### src/rtl/cpu_status_reg.sv
// 2A03 processor status register: flag latching, P pack/unpack, branch test and IRQ poll latency.
// Define STATUS_DFLAG_EN to store the decimal (D) flag; otherwise D reads as 0.
module cpu_status_reg #(
    parameter logic RESET_I  = 1'b1,
    parameter logic BIT5_VAL = 1'b1
) (
    input  logic       clk,
    input  logic       n_rst,
    input  logic       en,
    input  logic [3:0] alu_flgs,
    input  logic [3:0] alu_we,
    input  logic       nz_we,
    input  logic [7:0] nz_data,
    input  logic [2:0] flg_op,
    input  logic       plp,
    input  logic [7:0] p_in,
    input  logic       push_b,
    output logic [7:0] p_out,
    input  logic       irq_set_i,
    input  logic       instr_end,
    input  logic       irq_line,
    output logic       irq_req,
    input  logic [1:0] br_sel,
    input  logic       br_val,
    output logic       br_taken
);

    localparam logic [2:0] OP_CLC = 3'b001;
    localparam logic [2:0] OP_SEC = 3'b010;
    localparam logic [2:0] OP_CLI = 3'b011;
    localparam logic [2:0] OP_SEI = 3'b100;
    localparam logic [2:0] OP_CLV = 3'b101;
`ifdef STATUS_DFLAG_EN
    localparam logic [2:0] OP_CLD = 3'b110;
    localparam logic [2:0] OP_SED = 3'b111;
`endif

    logic n_q, n_d;
    logic v_q, v_d;
    logic z_q, z_d;
    logic c_q, c_d;
    logic i_q, i_d;
    logic i_poll_q, i_poll_d;
    logic irq_req_q, irq_req_d;
    logic d_bit;

    // Each flag resolves its own priority chain: plp > irq_set_i > flg_op > alu_we > nz_we.
    always_comb begin
        n_d = n_q;
        if (plp)              n_d = p_in[7];
        else if (alu_we[3])   n_d = alu_flgs[3];
        else if (nz_we)       n_d = nz_data[7];

        v_d = v_q;
        if (plp)                   v_d = p_in[6];
        else if (flg_op == OP_CLV) v_d = 1'b0;
        else if (alu_we[2])        v_d = alu_flgs[2];

        z_d = z_q;
        if (plp)              z_d = p_in[1];
        else if (alu_we[1])   z_d = alu_flgs[1];
        else if (nz_we)       z_d = (nz_data == 8'h00);

        c_d = c_q;
        if (plp)                   c_d = p_in[0];
        else if (flg_op == OP_CLC) c_d = 1'b0;
        else if (flg_op == OP_SEC) c_d = 1'b1;
        else if (alu_we[0])        c_d = alu_flgs[0];

        i_d = i_q;
        if (plp)                   i_d = p_in[2];
        else if (irq_set_i)        i_d = 1'b1;
        else if (flg_op == OP_CLI) i_d = 1'b0;
        else if (flg_op == OP_SEI) i_d = 1'b1;
    end

    // The poll samples the mask as it stood before this instruction's own I update.
    always_comb begin
        i_poll_d  = i_poll_q;
        irq_req_d = irq_req_q;
        if (irq_set_i) begin
            i_poll_d  = 1'b1;
            irq_req_d = 1'b0;
        end else if (instr_end) begin
            i_poll_d  = i_d;
            irq_req_d = irq_line & ~i_poll_q;
        end
    end

    always_ff @(posedge clk or negedge n_rst) begin
        if (!n_rst) begin
            n_q       <= 1'b0;
            v_q       <= 1'b0;
            z_q       <= 1'b0;
            c_q       <= 1'b0;
            i_q       <= RESET_I;
            i_poll_q  <= RESET_I;
            irq_req_q <= 1'b0;
        end else if (en) begin
            n_q       <= n_d;
            v_q       <= v_d;
            z_q       <= z_d;
            c_q       <= c_d;
            i_q       <= i_d;
            i_poll_q  <= i_poll_d;
            irq_req_q <= irq_req_d;
        end
    end

`ifdef STATUS_DFLAG_EN
    logic d_q, d_d;
    logic unused_p_in;

    always_comb begin
        d_d = d_q;
        if (plp)                   d_d = p_in[3];
        else if (flg_op == OP_CLD) d_d = 1'b0;
        else if (flg_op == OP_SED) d_d = 1'b1;
    end

    always_ff @(posedge clk or negedge n_rst) begin
        if (!n_rst)  d_q <= 1'b0;
        else if (en) d_q <= d_d;
    end

    assign d_bit       = d_q;
    assign unused_p_in = ^p_in[5:4];
`else
    logic unused_p_in;
    assign d_bit       = 1'b0;
    assign unused_p_in = ^p_in[5:3];
`endif

    assign p_out   = {n_q, v_q, BIT5_VAL, push_b, d_bit, i_q, z_q, c_q};
    assign irq_req = irq_req_q;

    always_comb begin
        case (br_sel)
            2'b00:   br_taken = (n_q == br_val);
            2'b01:   br_taken = (v_q == br_val);
            2'b10:   br_taken = (c_q == br_val);
            default: br_taken = (z_q == br_val);
        endcase
    end

endmodule

### config.mk
export PLATFORM = sky130hd
export DESIGN_NAME = cpu_status_reg
export DESIGN_NICKNAME = d
export VERILOG_FILES = /design/src/rtl/cpu_status_reg.sv
export SDC_FILE = /design/constraint.sdc
export NUM_CORES = 1
export LEC_CHECK = 0
export BUFFER_PORTS_ARGS = -buffer_cell sky130_fd_sc_hd__buf_2
export CORE_MARGIN = 2
export CORE_UTILIZATION = 41
export DETAILED_ROUTE_END_ITERATION = 10
export MAX_ROUTING_LAYER = met4
export PLACE_DENSITY = 0.95
export SLEW_MARGIN = 5
export SYNTH_ARGS = -nofsm -noshare
export SYNTH_HDL_FRONTEND = slang
export SYNTH_SLANG_ARGS = --single-unit
export TNS_END_PERCENT = 1
### constraint.sdc
create_clock -name clk -period 3.67 [get_ports clk]
set_input_delay 0.734 -clock clk [delete_from_list [all_inputs] [get_ports clk]]
set_output_delay 0.734 -clock clk [all_outputs]
set_load 0.1 [all_outputs]
==> results.py, run 1 <==
metrics = {
    "status": {
        "outcome": "finished, final reports clean",
    },
    "detailed_routing": {
        "first_pass_iters": 4,
        "drt_iter0_markers": 11,
        "via_per_inst": 5.63,
        "routed_wl_um": 1730,
        "antenna_left": 0,
        "vias": 670,
        "drc": 0,
        "wl_per_cell_um": 14.6,
    },
    "yosys": {
        "dominantRegCellSynth": "dfrtp_1",
        "yosysSeqAreaShare_pct": 29.2,
        "yosys_register_bits": 7,
        "synth_area_um2": 609,
        "async_flop_share_pct": 100,
        "synth_nets": 108,
        "synth.avg_cell_area_um2": 8.83,
        "synth_edf_count": 0,
        "yosysWarnings": 0,
        "ys_types": 34,
        "synthCells": 69,
    },
    "cts": {
        "clockRootBuffer": "clkbuf_4",
        "numClockSinks": 7,
        "clk_latency_ns": 0.26,
        "cts_hold_buffers": 0,
        "htree_levels": 1,
        "clk_pin_slew_ns": 0.06,
        "cts.path.max_buffers": 2,
        "post-cts-setup-buffers": 0,
        "cts_resized": 0,
        "cts_buffers": 3,
        "cts_tree": "yes",
    },
    "final_layout": {
        "fillers": 127,
        "syn_to_final_growth_pct": 29.6,
        "post_route_cells_drive_above_1_share_pct": 48.1,
        "final_nets": 144,
        "diodes": 0,
    },
    "sta": {
        "setup_violations": 0,
        "whs_ns": 0.293,
        "worst_slew_pin_slew_ns": 0.520,
        "period_share_pct": 72.0,
        "finalCriticalPeriod_ns": 2.64,
        "slew_headroom_pct": 65.2,
        "fin_skew_ns": 0.000178,
        "fin_tns_setup_ns": 0,
        "maxSlewViolCount": 0,
        "fmax_mhz": 378,
        "finalHoldViolCount": 0,
        "grt_setup_unrepaired": "no",
    },
    "floorplanning": {
        "start_util_pct": 45.1,
        "dieArea_um2": 1810,
        "num_rows": 13,
        "io_pins": 49,
        "core_um2": 1350,
        "fp.dieW_um": 42.6,
        "dieHeight_um": 42.6,
    },
    "critical_path": {
        "worst_setup_path_start_kind": "primary input",
        "endpoint_kind": "output pin",
        "crit_fanout": 1,
        "crit_chain": "buf_2, mux4_2, xnor2_1, buf_2",
        "crit_slowest_cell": "mux4_2",
        "cp.required_ns": 2.94,
        "path_buf_inv": 2,
        "critical_path.top_delay_family": "buffers and inverters",
        "slowest_delay_ns": 0.50,
        "critPathKind": "in2out",
        "crit_arrival_ns": 1.91,
        "crit_top_cell": "buf_2",
    },
    "global_routing": {
        "grt_max_degree": 17,
        "grt_pass1_vias": 683,
        "grt_usage_pct": 21.6,
        "antenna_found_initial": 0,
        "overflow": 0,
        "grt_pass1_wl_um": 2840,
    },
    "power_and_ir_drop": {
        "vdd_drop_max_uv": 252,
        "cellPowerDensity_nw_per_um2": 435,
        "p_leak_nw": 0.414,
    },
    "placement": {
        "place_congestion": 0.932,
        "io_buffers": 41,
        "dp_hpwl_um": 1330,
    },
    "worst_hold_path": {
        "min_path_type": "in2async",
    },
    "job": {
        "maxCapViolCount": 0,
    },
}
worst paths after layout:
check / slack [ns] / to / cells after the start / startpoint
setup / recovery: 1.03 / br_taken / 4 / br_sel[0]
hold / removal: 0.29 / irq_req / 1 / n_rst
setup reg to reg: 2.52 / i_poll_q / 2 / i_q
hold reg to reg: 0.49 / i_poll_q / 2 / i_poll_q
max in group asynchronous: 3.14 / i_poll_q / 1 / n_rst
min in group clk: 0.49 / i_poll_q / 2 / i_poll_q
final cells by class:
cell class	count	area [um^2]	area share (%)
repair buffers	41	205	26.0
inverters	4	15.0	1.90
flip-flops and latches	7	178	22.5
multi-input cells	48	347	43.9
well taps	15	18.8	2.38
clock buffers	4	26.3	3.33
layer usage:
metal  GRT usage, %  wire, um  up-vias
li1               -         -      316
met1           23.5       699      315
met2           34.5       874       32
met3           5.60       107        7
met4           14.4        52        0
met5              -         0        -
logic make-up after synthesis:
| logic type | Yosys count | share of synthesized area [%] |
|---|---|---|
| flops | 7 | 29.2 |
| compound gates | 23 | 28.7 |
| mux | 3 | 7.19 |
| simple gates | 18 | 16.8 |
| xor+xnor | 2 | 2.88 |
| buf+inv | 14 | 14.0 |
| other cells | 2 | 1.23 |
cell usage in the layout (no fill, tap or decap), types with 2 or more instances in the layout:
| cell | count |
|---|---|
| o21ai_0 | 5 |
| dfrtp_1 | 5 |
| nand2b_1 | 3 |
| dfstp_2 | 2 |
| conb_1 | 2 |
| nand2_1 | 5 |
| nor2_1 | 2 |
| inv_1 | 4 |
| xnor2_1 | 2 |
| o31ai_1 | 3 |
| a21oi_1 | 2 |
| clkbuf_4 | 3 |
| or2b_1 | 2 |
| buf_2 | 41 |
| nor2b_1 | 2 |
| a21o_1 | 2 |
where the power goes:
part,switching (mW),leakage [nW],total (mW),internal [mW]
clock network,0.0330,0.0150,0.0748,0.0418
registers,0.00820,0.0825,0.0981,0.0899
logic,0.128,0.316,0.171,0.0427
total,0.169,0.414,0.344,0.174
synthesized netlist by cell type (2+ instances only):
cell	n	area [um^2]
or2b_1	2	15.0
o31ai_1	3	22.5
nand2b_1	3	18.8
buf_4	8	60.1
o21ai_0	5	25.0
nand2_1	5	18.8
nor2b_1	2	12.5
dfrtp_1	5	125
conb_1	2	7.51
buf_2	2	10.0
xnor2_1	2	17.5
dfstp_2	2	52.6
inv_1	4	15.0
a21o_1	2	15.0
a21oi_1	2	10.0
nor2_1	2	7.51
registers in the layout, summed over array words and instances (netlist names):
signal	flops
i_q	1
i_poll_q	1
v_q	1
c_q	1
n_q	1
irq_req	1
z_q	1
through the flow:
| step | setup slack, ns | power [mW] | std cells | util (%) | cell area, um^2 |
|---|---|---|---|---|---|
| 4_1_cts | 1.02 | 0.344 | 119 | 58.5 | 790 |
| 3_5_place_dp | 1.02 | 0.269 | 115 | 56.5 | 763 |
| 2_1_floorplan | 0.139 | 0.246 | 69 | - | 609 |
| 5_1_grt | 0.995 | 0.360 | 119 | 58.5 | 790 |
| 6_report | 1.03 | 0.344 | 119 | 58.5 | 790 |
| 3_3_place_gp | 1.05 | 0.265 | 115 | 56.5 | 763 |
No activity file was read; power rests on OpenSTA's default activity.
==> run 2: changes to the inputs <==
--- a/config.mk
+++ b/config.mk
@@ -7,10 +7,10 @@
 export LEC_CHECK = 0
 export BUFFER_PORTS_ARGS = -buffer_cell sky130_fd_sc_hd__buf_2
 export CORE_MARGIN = 2
-export CORE_UTILIZATION = 41
+export CORE_UTILIZATION = 34
 export DETAILED_ROUTE_END_ITERATION = 10
 export MAX_ROUTING_LAYER = met4
-export PLACE_DENSITY = 0.95
+export PLACE_DENSITY = 0.85
 export SLEW_MARGIN = 5
 export SYNTH_ARGS = -nofsm -noshare
 export SYNTH_HDL_FRONTEND = slang
==> constraint.sdc (replaced) <==
create_clock -name clk -period 2.3 [get_ports clk]
set_input_delay 0.46 -clock clk [delete_from_list [all_inputs] [get_ports clk]]
set_output_delay 0.46 -clock clk [all_outputs]
set_load 0.1 [all_outputs]
==> results.py, run 2 (same netlist as run 1, synthesis figures left out) <==
metrics = {
    "detailed_routing": {
        "drt_iter0_markers": 14,
        "drc": 0,
        "wl_per_cell_um": 12.2,
        "routed_wl_um": 1580,
        "via_per_inst": 5.05,
        "first_pass_iters": 4,
        "vias": 652,
        "antenna_left": 0,
    },
    "cts": {
        "post-cts-setup-buffers": 0,
        "cts_tree": "yes",
        "cts_resized": 0,
        "clk_latency_ns": 0.25,
        "cts_hold_buffers": 0,
        "cts_buffers": 3,
        "clockRootBuffer": "clkbuf_4",
        "cts.path.max_buffers": 2,
        "clk_pin_slew_ns": 0.05,
        "htree_levels": 1,
        "numClockSinks": 7,
    },
    "sta": {
        "fin_skew_ns": 0.00140,
        "worst_slew_pin_slew_ns": 0.525,
        "slew_headroom_pct": 64.9,
        "fin_ws_ns": 0.288,
        "fin_tns_setup_ns": 0,
        "setup_violations": 0,
        "fmax_mhz": 497,
        "grt_setup_unrepaired": "no",
        "finalHoldViolCount": 0,
        "maxSlewViolCount": 0,
        "period_share_pct": 87.5,
        "finalCriticalPeriod_ns": 2.01,
    },
    "critical_path": {
        "r2r_start": "i_q",
        "r2r_end": "i_q",
        "cp.required_ns": 1.84,
        "worst_setup_path_start_kind": "flip-flop",
        "crit_chain": "mux4_2, xnor2_4, buf_12",
        "endpoint_kind": "output pin",
        "reg2reg_slack_ns": 1.13,
        "crit_start": "c_q",
        "crit_slowest_cell": "mux4_2",
        "slowest_delay_ns": 0.53,
        "rr_worst_depth": 2,
        "critPathKind": "reg2out",
        "crit_fanout": 3,
        "crit_arrival_ns": 1.55,
        "endpoint": "br_taken",
    },
    "final_layout": {
        "syn_to_final_growth_pct": 37.2,
        "diodes": 0,
        "final_common_cell": "buf_2",
        "final_cell_mix": "buf_2, nand2_1, o21ai_0, dfrtp_1, inv_1",
        "final_nets": 144,
        "post_route_cells_drive_above_1_share_pct": 49.0,
    },
    "placement": {
        "place_congestion": 0.830,
        "pre_cts_ws_ns": 0.367,
        "dp_hpwl_um": 1350,
        "io_buffers": 41,
    },
    "floorplanning": {
        "io_pins": 49,
        "fp.dieW_um": 46.3,
        "dieHeight_um": 46.3,
        "dieArea_um2": 2150,
        "num_rows": 15,
        "core_um2": 1710,
        "start_util_pct": 35.7,
    },
    "global_routing": {
        "grt_pass1_vias": 597,
        "grt_usage_pct": 17.3,
        "grt_max_degree": 17,
        "grt_pass1_wl_um": 2470,
        "antenna_found_initial": 0,
        "overflow": 0,
    },
    "job": {
        "maxCapViolCount": 0,
    },
    "power_and_ir_drop": {
        "p_total_mw": 0.570,
        "vdd_drop_max_uv": 288,
        "p_leak_nw": 0.426,
        "cellPowerDensity_nw_per_um2": 682,
    },
    "worst_hold_path": {
        "min_path_type": "in2async",
    },
    "status": {
        "outcome": "finished, final reports clean",
    },
}
==> run 2: cell count changes in the layout (fill, tap and decap cells not counted) <==
cell,before,now
xnor2_4,0,1
buf_12,0,1
xnor2_1,2,1
buf_2,41,40
==> run 2: per-layer routing <==
metal	global-route usage (%)	share of wire (%)	vias up
met3	5.10	6.1	10
li1	-	-	315
met4	13.1	4.7	0
met5	-	0	-
met1	17.6	40	298
met2	27.5	49	29
==> run 2: metrics by stage <==
stage | hold WS [ns] | cells | instance area [um^2] | utilization (%)
final | 0.0329 | 129 | 836 | 48.9
after detailed placement | 0.305 | 125 | 810 | 47.4
after floorplan | 0.164 | 69 | 628 | -
after global placement | 0.302 | 125 | 810 | 47.4
after CTS | 0.0277 | 129 | 836 | 48.9
after global routing | 0.0215 | 129 | 836 | 48.9
==> run 2: worst max-delay path, delay by kind of cell, from the launching register on <==
| kind | cells | cell delay [ns] |
|---|---|---|
| XOR/XNOR | 1 | 0.18 |
| buffers and inverters | 1 | 0.19 |
| flip-flops | 1 | 0.40 |
| multiplexers | 1 | 0.53 |
==> run 2: area by class of cell <==
cell class,instances,area [um^2]
clock buffers,4,26.3
flip-flops and latches,7,178
inverters,4,15.0
well taps,25,31.3
repair buffers,41,220
fillers,171,872
multi-input cells,48,365
==> run 2: power breakdown <==
| part | switching, mW | internal (mW) | total (mW) |
|---|---|---|---|
| registers | 0.0133 | 0.144 | 0.157 |
| logic | 0.210 | 0.0889 | 0.299 |
| clock network | 0.0482 | 0.0664 | 0.115 |
==> run 2: worst min path at each step <==
stage	endpoint	slack (ns)
after detailed placement	irq_req	0.30
after CTS	n_q	0.03
after floorplan	c_q	0.16
after global routing	n_q	0.02
final	n_q	0.03
after global placement	irq_req	0.30
==> run 3: changes to the inputs <==
==> constraint.sdc (replaced) <==
create_clock -name clk -period 2.3 [get_ports clk]
set_input_delay 0.46 -clock clk [delete_from_list [all_inputs] [get_ports clk]]
set_output_delay 0.46 -clock clk [all_outputs]
set_load 0.01 [all_outputs]
==> results.py, run 3 (same netlist as run 1, synthesis figures left out) <==
metrics = {
    "status": {
        "outcome": "finished, final reports clean",
    },
    "cts": {
        "numClockSinks": 7,
        "clockRootBuffer": "clkbuf_4",
        "clk_pin_slew_ns": 0.05,
        "clk_latency_ns": 0.25,
        "htree_levels": 1,
        "cts_resized": 0,
        "cts_tree": "yes",
        "cts_buffers": 3,
        "post-cts-setup-buffers": 0,
        "cts.path.max_buffers": 2,
        "cts_hold_buffers": 0,
    },
    "global_routing": {
        "grt_pass1_wl_um": 2130,
        "antenna_found_initial": 0,
        "grt_usage_pct": 14.7,
        "grt_max_degree": 17,
        "grt_pass1_vias": 538,
        "overflow": 0,
    },
    "detailed_routing": {
        "routed_wl_um": 1500,
        "vias": 624,
        "antenna_left": 0,
        "drc": 0,
        "via_per_inst": 4.84,
        "wl_per_cell_um": 11.6,
        "drt_iter0_markers": 6,
        "first_pass_iters": 2,
    },
    "critical_path": {
        "endpoint_kind": "output pin",
        "r2r_start": "i_q",
        "crit_slowest_cell": "mux4_2",
        "crit_fanout": 3,
        "crit_arrival_ns": 1.40,
        "reg2reg_slack_ns": 1.20,
        "critical_path.top_delay_family": "multiplexers",
        "worst_setup_path_start_kind": "flip-flop",
        "rr_worst_depth": 2,
        "slowest_delay_ns": 0.48,
        "path_buf_inv": 1,
        "cp.required_ns": 1.84,
        "critPathKind": "reg2out",
        "crit_chain": "mux4_2, xnor2_1, buf_2",
        "r2r_end": "i_q",
    },
    "placement": {
        "place_congestion": 0.800,
        "pre_cts_ws_ns": 0.517,
        "io_buffers": 41,
        "place_area_um2": 776,
        "dp_hpwl_um": 1220,
    },
    "power_and_ir_drop": {
        "cellPowerDensity_nw_per_um2": 495,
        "p_leak_nw": 0.414,
        "vdd_drop_max_uv": 124,
    },
    "sta": {
        "fin_skew_ns": 0.000104,
        "maxSlewViolCount": 0,
        "fin_ws_ns": 0.445,
        "grt_setup_unrepaired": "no",
        "period_share_pct": 80.7,
        "finalCriticalPeriod_ns": 1.86,
        "fmax_mhz": 539,
        "fin_tns_setup_ns": 0,
        "setup_violations": 0,
        "finalHoldViolCount": 0,
    },
    "worst_hold_path": {
        "min_path_type": "in2async",
    },
    "final_layout": {
        "fillers": 180,
        "final_cell_mix": "buf_2, nand2_1, o21ai_0, dfrtp_1, inv_1",
        "final_nets": 144,
        "fin_util_pct": 47.0,
        "fin_area_um2": 802,
        "final_common_cell": "buf_2",
        "syn_to_final_growth_pct": 31.6,
        "post_route_cells_drive_above_1_share_pct": 48.1,
        "diodes": 0,
    },
    "job": {
        "maxCapViolCount": 0,
    },
    "floorplanning": {
        "start_util_pct": 35.7,
        "io_pins": 49,
        "core_um2": 1710,
        "dieHeight_um": 46.3,
        "fp.dieW_um": 46.3,
        "dieArea_um2": 2150,
        "num_rows": 15,
    },
}
## run 3: cell counts in the layout (fill, tap and decap cells not counted)
No cell type changed its count.
## run 3: worst max-delay path by stage
stage	startpoint	to	slack (ns)	cells past startpoint
after floorplan	br_sel[0]	br_taken	0.65	2
after global placement	br_sel[0]	br_taken	0.52	4
after detailed placement	br_sel[0]	br_taken	0.52	4
after CTS	z_q	br_taken	0.43	3
after global routing	c_q	br_taken	0.34	3
final	z_q	br_taken	0.44	3
## run 3: report_power, final
| group | total, mW | internal [mW] | leakage, nW | switching (mW) |
|---|---|---|---|---|
| Combinational | 0.129 | 0.0681 | 0.316 | 0.0607 |
| Sequential | 0.156 | 0.144 | 0.0825 | 0.0120 |
| Clock | 0.112 | 0.0662 | 0.0150 | 0.0460 |
## run 3: layout make-up
cell class              instances  area, um^2  area share, %
clock buffers                   4        26.3           3.28
inverters                       4        15.0           1.87
multi-input cells              48         347           43.2
flip-flops and latches          7         178           22.2
well taps                      25        31.3           3.90
repair buffers                 41         205           25.6
## run 3: metrics by stage
step / hold WS [ns] / instances / power [mW]
finish: 0.0292 / 129 / 0.397
global route: 0.0230 / 129 / 0.427
CTS: 0.0258 / 129 / 0.401
detailed placement: 0.300 / 125 / 0.286
global placement: 0.299 / 125 / 0.282
floorplan: 0.164 / 69 / 0.244
## run 3: layer usage
metal  track usage [%]  up-vias  wire (um)
met5                 -        -          0
met4              11.4        0         10
met3              3.14        2         66
met2              21.7       18        790
met1              17.1      289        635
li1                  -      315          -
